[src/rtl/rv_alu.sv]
// RV32I integer ALU: result y selected by {instr[30], funct3}, branch flag from funct3.
// Define ALU_OUT_REG_EN to register both outputs (1-cycle latency, sync reset to 0).
module rv_alu #(
  parameter int WIDTH = 32
) (
  input  logic             clk,
  input  logic             rts,
  input  logic [3:0]       alu_op,
  input  logic [WIDTH-1:0] a,
  input  logic [WIDTH-1:0] b,
  output logic [WIDTH-1:0] y,
  output logic             cmp_flag
);

  logic [WIDTH-1:0] y_d;
  logic             cmp_d;
  logic [4:0]       shamt;
  logic             eq;
  logic             lt_s;
  logic             lt_u;

  assign shamt = b[4:0];
  assign eq    = (a == b);
  assign lt_s  = ($signed(a) < $signed(b));
  assign lt_u  = (a < b);

  always_comb begin
    y_d = '0;
    unique case (alu_op[2:0])
      3'b000:  y_d = alu_op[3] ? (a - b) : (a + b);
      3'b001:  y_d = a << shamt;
      3'b010:  y_d = {{(WIDTH-1){1'b0}}, lt_s};
      3'b011:  y_d = {{(WIDTH-1){1'b0}}, lt_u};
      3'b100:  y_d = a ^ b;
      3'b101:  y_d = alu_op[3] ? WIDTH'($signed(a) >>> shamt) : (a >> shamt);
      3'b110:  y_d = a | b;
      3'b111:  y_d = a & b;
      default: y_d = '0;
    endcase
  end

  // Bit 3 is ignored: branch immediates set instr[30] arbitrarily.
  always_comb begin
    cmp_d = 1'b0;
    unique case (alu_op[2:0])
      3'b000:  cmp_d = eq;
      3'b001:  cmp_d = ~eq;
      3'b100:  cmp_d = lt_s;
      3'b101:  cmp_d = ~lt_s;
      3'b110:  cmp_d = lt_u;
      3'b111:  cmp_d = ~lt_u;
      default: cmp_d = 1'b0;
    endcase
  end

`ifdef ALU_OUT_REG_EN
  logic [WIDTH-1:0] y_q;
  logic             cmp_q;

  always_ff @(posedge clk) begin
    if (rts) begin
      y_q   <= '0;
      cmp_q <= 1'b0;
    end else begin
      y_q   <= y_d;
      cmp_q <= cmp_d;
    end
  end

  assign y        = y_q;
  assign cmp_flag = cmp_q;
`else
  logic unused_clk_rts;
  assign unused_clk_rts = clk ^ rts;

  assign y        = y_d;
  assign cmp_flag = cmp_d;
`endif

endmodule

[config.mk]
export PLATFORM = sky130hd
export DESIGN_NAME = rv_alu
export DESIGN_NICKNAME = d
export VERILOG_FILES = /design/src/rtl/rv_alu.sv
export SDC_FILE = /design/constraint.sdc
export NUM_CORES = 1
export LEC_CHECK = 0
export ABC_AREA = 0
export BUFFER_PORTS_ARGS = -buffer_cell sky130_fd_sc_hd__buf_2
export CORE_MARGIN = 2
export CORE_UTILIZATION = 60
export DETAILED_ROUTE_END_ITERATION = 7
export GPL_TIMING_DRIVEN = 0
export PLACE_DENSITY = 0.82
export SLEW_MARGIN = 20
export SYNTH_ARGS = -nofsm -noshare
export SYNTH_HDL_FRONTEND = slang
export SYNTH_SLANG_ARGS = --single-unit
[constraint.sdc]
create_clock -name vclk -period 3.65
set_clock_uncertainty 0.05 [all_clocks]
set_input_delay 0.1825 -clock vclk [all_inputs]
set_output_delay 0.1825 -clock vclk [all_outputs]
set_load 0.05 [all_outputs]
* Yosys cells after proc, flatten, opt, wreduce, memory -nomap -nowiden
Index checks and enable logic that the tools add are counted.
Operators by class: bitwise logic cells 6, shifts and indexed selects 3, eq/ne operators 8, add/sub/neg operators 2, reductions and logical operators 1, order comparisons 2, mux-type cells 4
Operators by type and width (number):
- case mux 32 bit (8 select lines) | 1
- < comparator 32 bit | 2
- two-way mux 32 bit | 2
- adder 32 bit | 1
- AND 32 bit | 1
- equality test 32 bit | 1
- OR 32 bit | 1
- << shifter 32 x 5 -> 32 bit | 1
- right shift 32 x 5 -> 32 bit | 1
- >>> shifter 32 x 5 -> 32 bit | 1
- subtractor 32 bit | 1
- XOR 32 bit | 1
- equality test 3 bit (second input constant) | 4
- equality test 3 x 2 -> 1 bit (second input constant) | 2
- case mux 1 bit (6 select lines) | 1
- equality test 3 x 1 -> 1 bit (second input constant) | 1
- logical NOT 3 bit | 1
- inverter 1 bit | 3
Word-level totals: input bits 70, word-level logic and storage cells 26, output and inout port bits 33, register bits after elaboration 0

* Longest topological paths before layout
depth after elaboration 3, mapped depth 14, gate-level depth less buffers 11

* Worst setup path after synthesis
Ideal clock, no wire load.
path kind input port to output port, from in b[2], to out y[26], path buffers 4, setup slack -0.478 ns, required time 3.418 ns, cell stages on the path 13, arrival time 3.896 ns, cells stage by stage buf_2 clkinv_1 buf_2 buf_1 ha_1 buf_2 nand2b_1 a211oi_1 o31ai_1 o21ai_1 a31oi_1 o211ai_1 o311ai_1
On the way: longest elaborated chain between the ends 3, elaborated cells on any way between the ends 8, those cells by class 2 x add/sub; 3 x shift; 3 x mux
Ends and longest elaborated chain:
- start: declaration | RTL line 10 | input logic [WIDTH-1:0] b,
- adder 32 bit, or another cell as far along | RTL line 30 | 3'b000: y_d = alu_op[3] ? (a - b) : (a + b);
- two-way mux 32 bit (on tied branches) | RTL line 30, 35
- case mux 32 bit (8 select lines) * | RTL line 29 | unique case (alu_op[2:0])
- end: declaration | RTL line 11 | output logic [WIDTH-1:0] y,
Every way passes the cells marked *; elsewhere a longest branch is shown, timed or not.

* Worst setup path after layout
from in b[0], to out y[29]
The elaborated chain is that of the path after synthesis.

==> impl_metrics.prom <==
# TYPE chip_impl_metric gauge
chip_impl_info{name="run_status",value="finished with violations"} 1
chip_impl_info{name="violations",value="DRC, setup timing"} 1
chip_impl_metric{name="detailedPlace.worstSlack",unit="ps"} -964
chip_impl_metric{name="final_hold_violation_count",unit=""} 0
chip_impl_info{name="cp_top_family",value="compound AO/OA/AOI/OAI gates"} 1
chip_impl_metric{name="finalSetupViolations",unit=""} 5
chip_impl_info{name="layout_commonest_cell",value="sky130_fd_sc_hd__nor2_1"} 1
chip_impl_metric{name="fmaxAchievable",unit="MHz"} 268
chip_impl_metric{name="power-per-cell-area",unit="nW/um^2"} 192
chip_impl_metric{name="finalMaxSlewViolations",unit=""} 0
chip_impl_metric{name="synth.lib_cells_used.distinct",unit=""} 81
chip_impl_metric{name="grt_first_pass_wirelength",unit="um"} 63700
chip_impl_metric{name="slew_headroom",unit=""} 0.251
chip_impl_metric{name="crit_fanout",unit=""} 19
chip_impl_metric{name="vias_per_cell",unit=""} 7.59
chip_impl_metric{name="dpl.hpwl",unit="um"} 33900
chip_impl_info{name="hold_path_end",value="y[1]"} 1
chip_impl_metric{name="drt_first_pass_iters",unit=""} 8
chip_impl_metric{name="yosysSeqAreaShare",unit=""} 0
chip_impl_metric{name="design.core.area",unit="um^2"} 14600
chip_impl_metric{name="register_area",unit="um^2"} 0
chip_impl_metric{name="numSequentialCells",unit=""} 0
chip_impl_metric{name="drt_first_iter_violations",unit=""} 2229
chip_impl_info{name="worstSetupPathType",value="in -> out"} 1
chip_impl_metric{name="fin_worst_hold_slack",unit="ps"} 1060
chip_impl_metric{name="avgSynthCellArea",unit="um^2"} 7.07
chip_impl_metric{name="placement.io_buffers",unit=""} 98
chip_impl_info{name="worstSetupEndpointType",value="output pin"} 1
chip_impl_metric{name="timing.critical_path.required",unit="ps"} 3420
chip_impl_metric{name="drt_wl_total",unit="um"} 43100
chip_impl_info{name="grt_setup_unrepaired",value="true"} 1
chip_impl_info{name="cpMostUsedCell",value="sky130_fd_sc_hd__buf_2"} 1
chip_impl_metric{name="ys.warnings.count",unit=""} 0
chip_impl_metric{name="ant_nets",unit=""} 0
chip_impl_info{name="holdCritStartpoint",value="b[1]"} 1
chip_impl_info{name="crit_path_cell_trace",value="buf_2, buf_6, buf_6, buf_4, buf_2, o21ai_0, a22o_1, nand2_1, o21ai_0, a221oi_1, nand3_1, buf_2"} 1
chip_impl_metric{name="grtUsageTotal",unit=""} 0.513
chip_impl_metric{name="fin_ws",unit="ps"} -85.0
chip_impl_metric{name="cp_num_buf_inv",unit=""} 6
chip_impl_metric{name="critical_path_arrival",unit="ps"} 3500
chip_impl_metric{name="final_net_count",unit=""} 1548
chip_impl_metric{name="ir_worst_vdd",unit="V"} 0.000142
chip_impl_metric{name="routed_wire_length_per_instance",unit="um"} 27.6
chip_impl_metric{name="area_grow_syn2layout",unit="%"} 11.9
chip_impl_metric{name="top_level_ports",unit=""} 103
chip_impl_metric{name="number_of_global_route_vias_before_repair",unit=""} 10735
chip_impl_metric{name="hold-path-cell-count",unit=""} 5
chip_impl_info{name="ys_top_cells_by_area",value="sky130_fd_sc_hd__mux4_2 (16%), sky130_fd_sc_hd__ha_1 (13%), sky130_fd_sc_hd__o21ai_0 (7.2%)"} 1
chip_impl_metric{name="final.min_clock_period",unit="ps"} 3740
chip_impl_metric{name="grt_overflow_total",unit=""} 0
chip_impl_info{name="timing.critical_path.from_type",value="input pin"} 1
chip_impl_info{name="mostFrequentLayoutCells",value="sky130_fd_sc_hd__nor2_1 (133), sky130_fd_sc_hd__o21ai_0 (121), sky130_fd_sc_hd__buf_2 (107)"} 1
chip_impl_metric{name="p_leak",unit="nW"} 4.29
chip_impl_metric{name="route.vias.total",unit=""} 11841
chip_impl_info{name="hp-class",value="in -> out"} 1
chip_impl_metric{name="clock_buffers",unit=""} 0
chip_impl_metric{name="rows",unit=""} 44
chip_impl_metric{name="drc",unit=""} 32
chip_impl_metric{name="maxCapViolations",unit=""} 0
chip_impl_metric{name="syn_nets",unit=""} 1444
chip_impl_metric{name="initial_utilization",unit=""} 0.618
chip_impl_metric{name="vert_die_dim",unit="um"} 127
chip_impl_metric{name="diodes",unit=""} 0
chip_impl_metric{name="synthesis.instances",unit=""} 1275
chip_impl_metric{name="finalWeightedCongestion",unit=""} 1.19
chip_impl_metric{name="share_of_post_route_cells_with_drive_strength_above_1",unit=""} 0.194
chip_impl_metric{name="fp.dieW",unit="um"} 127
chip_impl_metric{name="tightest_slew",unit="ps"} 1110
chip_impl_metric{name="synth_largest_type_area_fraction",unit=""} 0.157
chip_impl_metric{name="mappedNetlistArea",unit="um^2"} 9010
chip_impl_metric{name="initial_antenna_violation_count",unit=""} 1
chip_impl_metric{name="grt_max_degree",unit=""} 21
chip_impl_metric{name="max_stage_delay",unit="ps"} 500
chip_impl_info{name="cp_slowest_cell",value="sky130_fd_sc_hd__a221oi_1"} 1
chip_impl_metric{name="cts-hold-fix-buffers",unit=""} 0
chip_impl_metric{name="period_share",unit=""} 1.02
chip_impl_info{name="yosysTopAreaCell",value="sky130_fd_sc_hd__mux4_2"} 1
chip_impl_metric{name="dieArea",unit="um^2"} 16000
layout make-up:
type                            instances  area, um^2
Buffer                                103         498
Tap cell                              184         230
Multi-Input combinational cell       1059        8330
Fill cell                            1272        4510
Timing Repair Buffer                  108         606
Inverter                              107         417
cells by family after synthesis:
family	synth area share
compound gates	0.316
xor+xnor	0.0243
fa+ha+maj	0.139
buf+inv	0.0989
mux	0.235
simple gates	0.186
metrics by stage:
stage                     area (um^2)  power [mW]   util  setup TNS [ps]  instances
after floorplan                  9050        1.21      -               0       1275
after global placement           9770        1.75  0.670          -14530       1557
after detailed placement         9770        1.76  0.670          -14660       1557
after CTS                        9850        1.79  0.675               0       1553
after global routing            10100        2.00  0.691            -251       1561
final                           10100        1.94  0.691            -260       1561
Yosys cell counts (8+ instances only):
| cell type | count |
|---|---|
| sky130_fd_sc_hd__a211oi_1 | 24 |
| sky130_fd_sc_hd__clkbuf_1 | 69 |
| sky130_fd_sc_hd__nor2b_1 | 14 |
| sky130_fd_sc_hd__o211ai_1 | 18 |
| sky130_fd_sc_hd__xnor2_1 | 18 |
| sky130_fd_sc_hd__a21oi_1 | 108 |
| sky130_fd_sc_hd__and3_1 | 8 |
| sky130_fd_sc_hd__a21o_1 | 12 |
| sky130_fd_sc_hd__nand3_1 | 27 |
| sky130_fd_sc_hd__buf_2 | 23 |
| sky130_fd_sc_hd__o21ai_0 | 130 |
| sky130_fd_sc_hd__nor2_1 | 133 |
| sky130_fd_sc_hd__buf_1 | 9 |
| sky130_fd_sc_hd__nand2_1 | 101 |
| sky130_fd_sc_hd__o31ai_1 | 12 |
| sky130_fd_sc_hd__nor4_1 | 10 |
| sky130_fd_sc_hd__nor3_1 | 32 |
| sky130_fd_sc_hd__ha_1 | 97 |
| sky130_fd_sc_hd__o21bai_1 | 9 |
| sky130_fd_sc_hd__mux4_2 | 63 |
| sky130_fd_sc_hd__a221oi_1 | 18 |
| sky130_fd_sc_hd__o221ai_1 | 8 |
| sky130_fd_sc_hd__inv_1 | 102 |
| sky130_fd_sc_hd__a22oi_1 | 15 |
| sky130_fd_sc_hd__mux2_2 | 8 |
| sky130_fd_sc_hd__or3_1 | 13 |
| sky130_fd_sc_hd__mux2i_1 | 48 |
worst max-delay path by stage:
| stage | startpoint | to | slack (ps) | cells after the start |
|---|---|---|---|---|
| global placement | b[3] | y[24] | -940 | 14 |
| detailed placement | b[3] | y[24] | -960 | 14 |
| finish | b[0] | y[29] | -90 | 12 |
| CTS | a[10] | y[23] | 10 | 13 |
| global route | b[0] | y[0] | -80 | 13 |
| floorplan | b[3] | y[24] | 40 | 12 |
repair_timing:
| item | in CTS | in global routing |
|---|---|---|
| pin swaps | 2 | 10 |
| endpoints found under the setup margin | 28 | 19 |
| gates cloned | 0 | 0 |
| resized for setup | 27 | 41 |
| buffers inserted | 1 | 9 |
report_power, final:
part           leakage (nW)  internal (mW)  total (mW)  switching [mW]
Sequential                0              0           0               0
Combinational          4.29          0.640        1.94            1.30
Clock                     0              0           0               0
Total                  4.29          0.640        1.94            1.30
routing by layer:
| metal | GRT usage | share of wire | vias up |
|---|---|---|---|
| met5 | 0 | 0 | - |
| met4 | 0.290 | 0.088 | 0 |
| met3 | 0.133 | 0.16 | 334 |
| met2 | 0.770 | 0.41 | 1236 |
| met1 | 0.669 | 0.34 | 5315 |
| li1 | - | - | 4956 |
tightest hold or removal path: stages:
cell and delay, ps:
sky130_fd_sc_hd__buf_2 150, sky130_fd_sc_hd__fa_1 180, sky130_fd_sc_hd__mux2_2 140, sky130_fd_sc_hd__a21oi_1 60, sky130_fd_sc_hd__buf_2 210
Note: power is estimated with default switching activity, not from simulation.
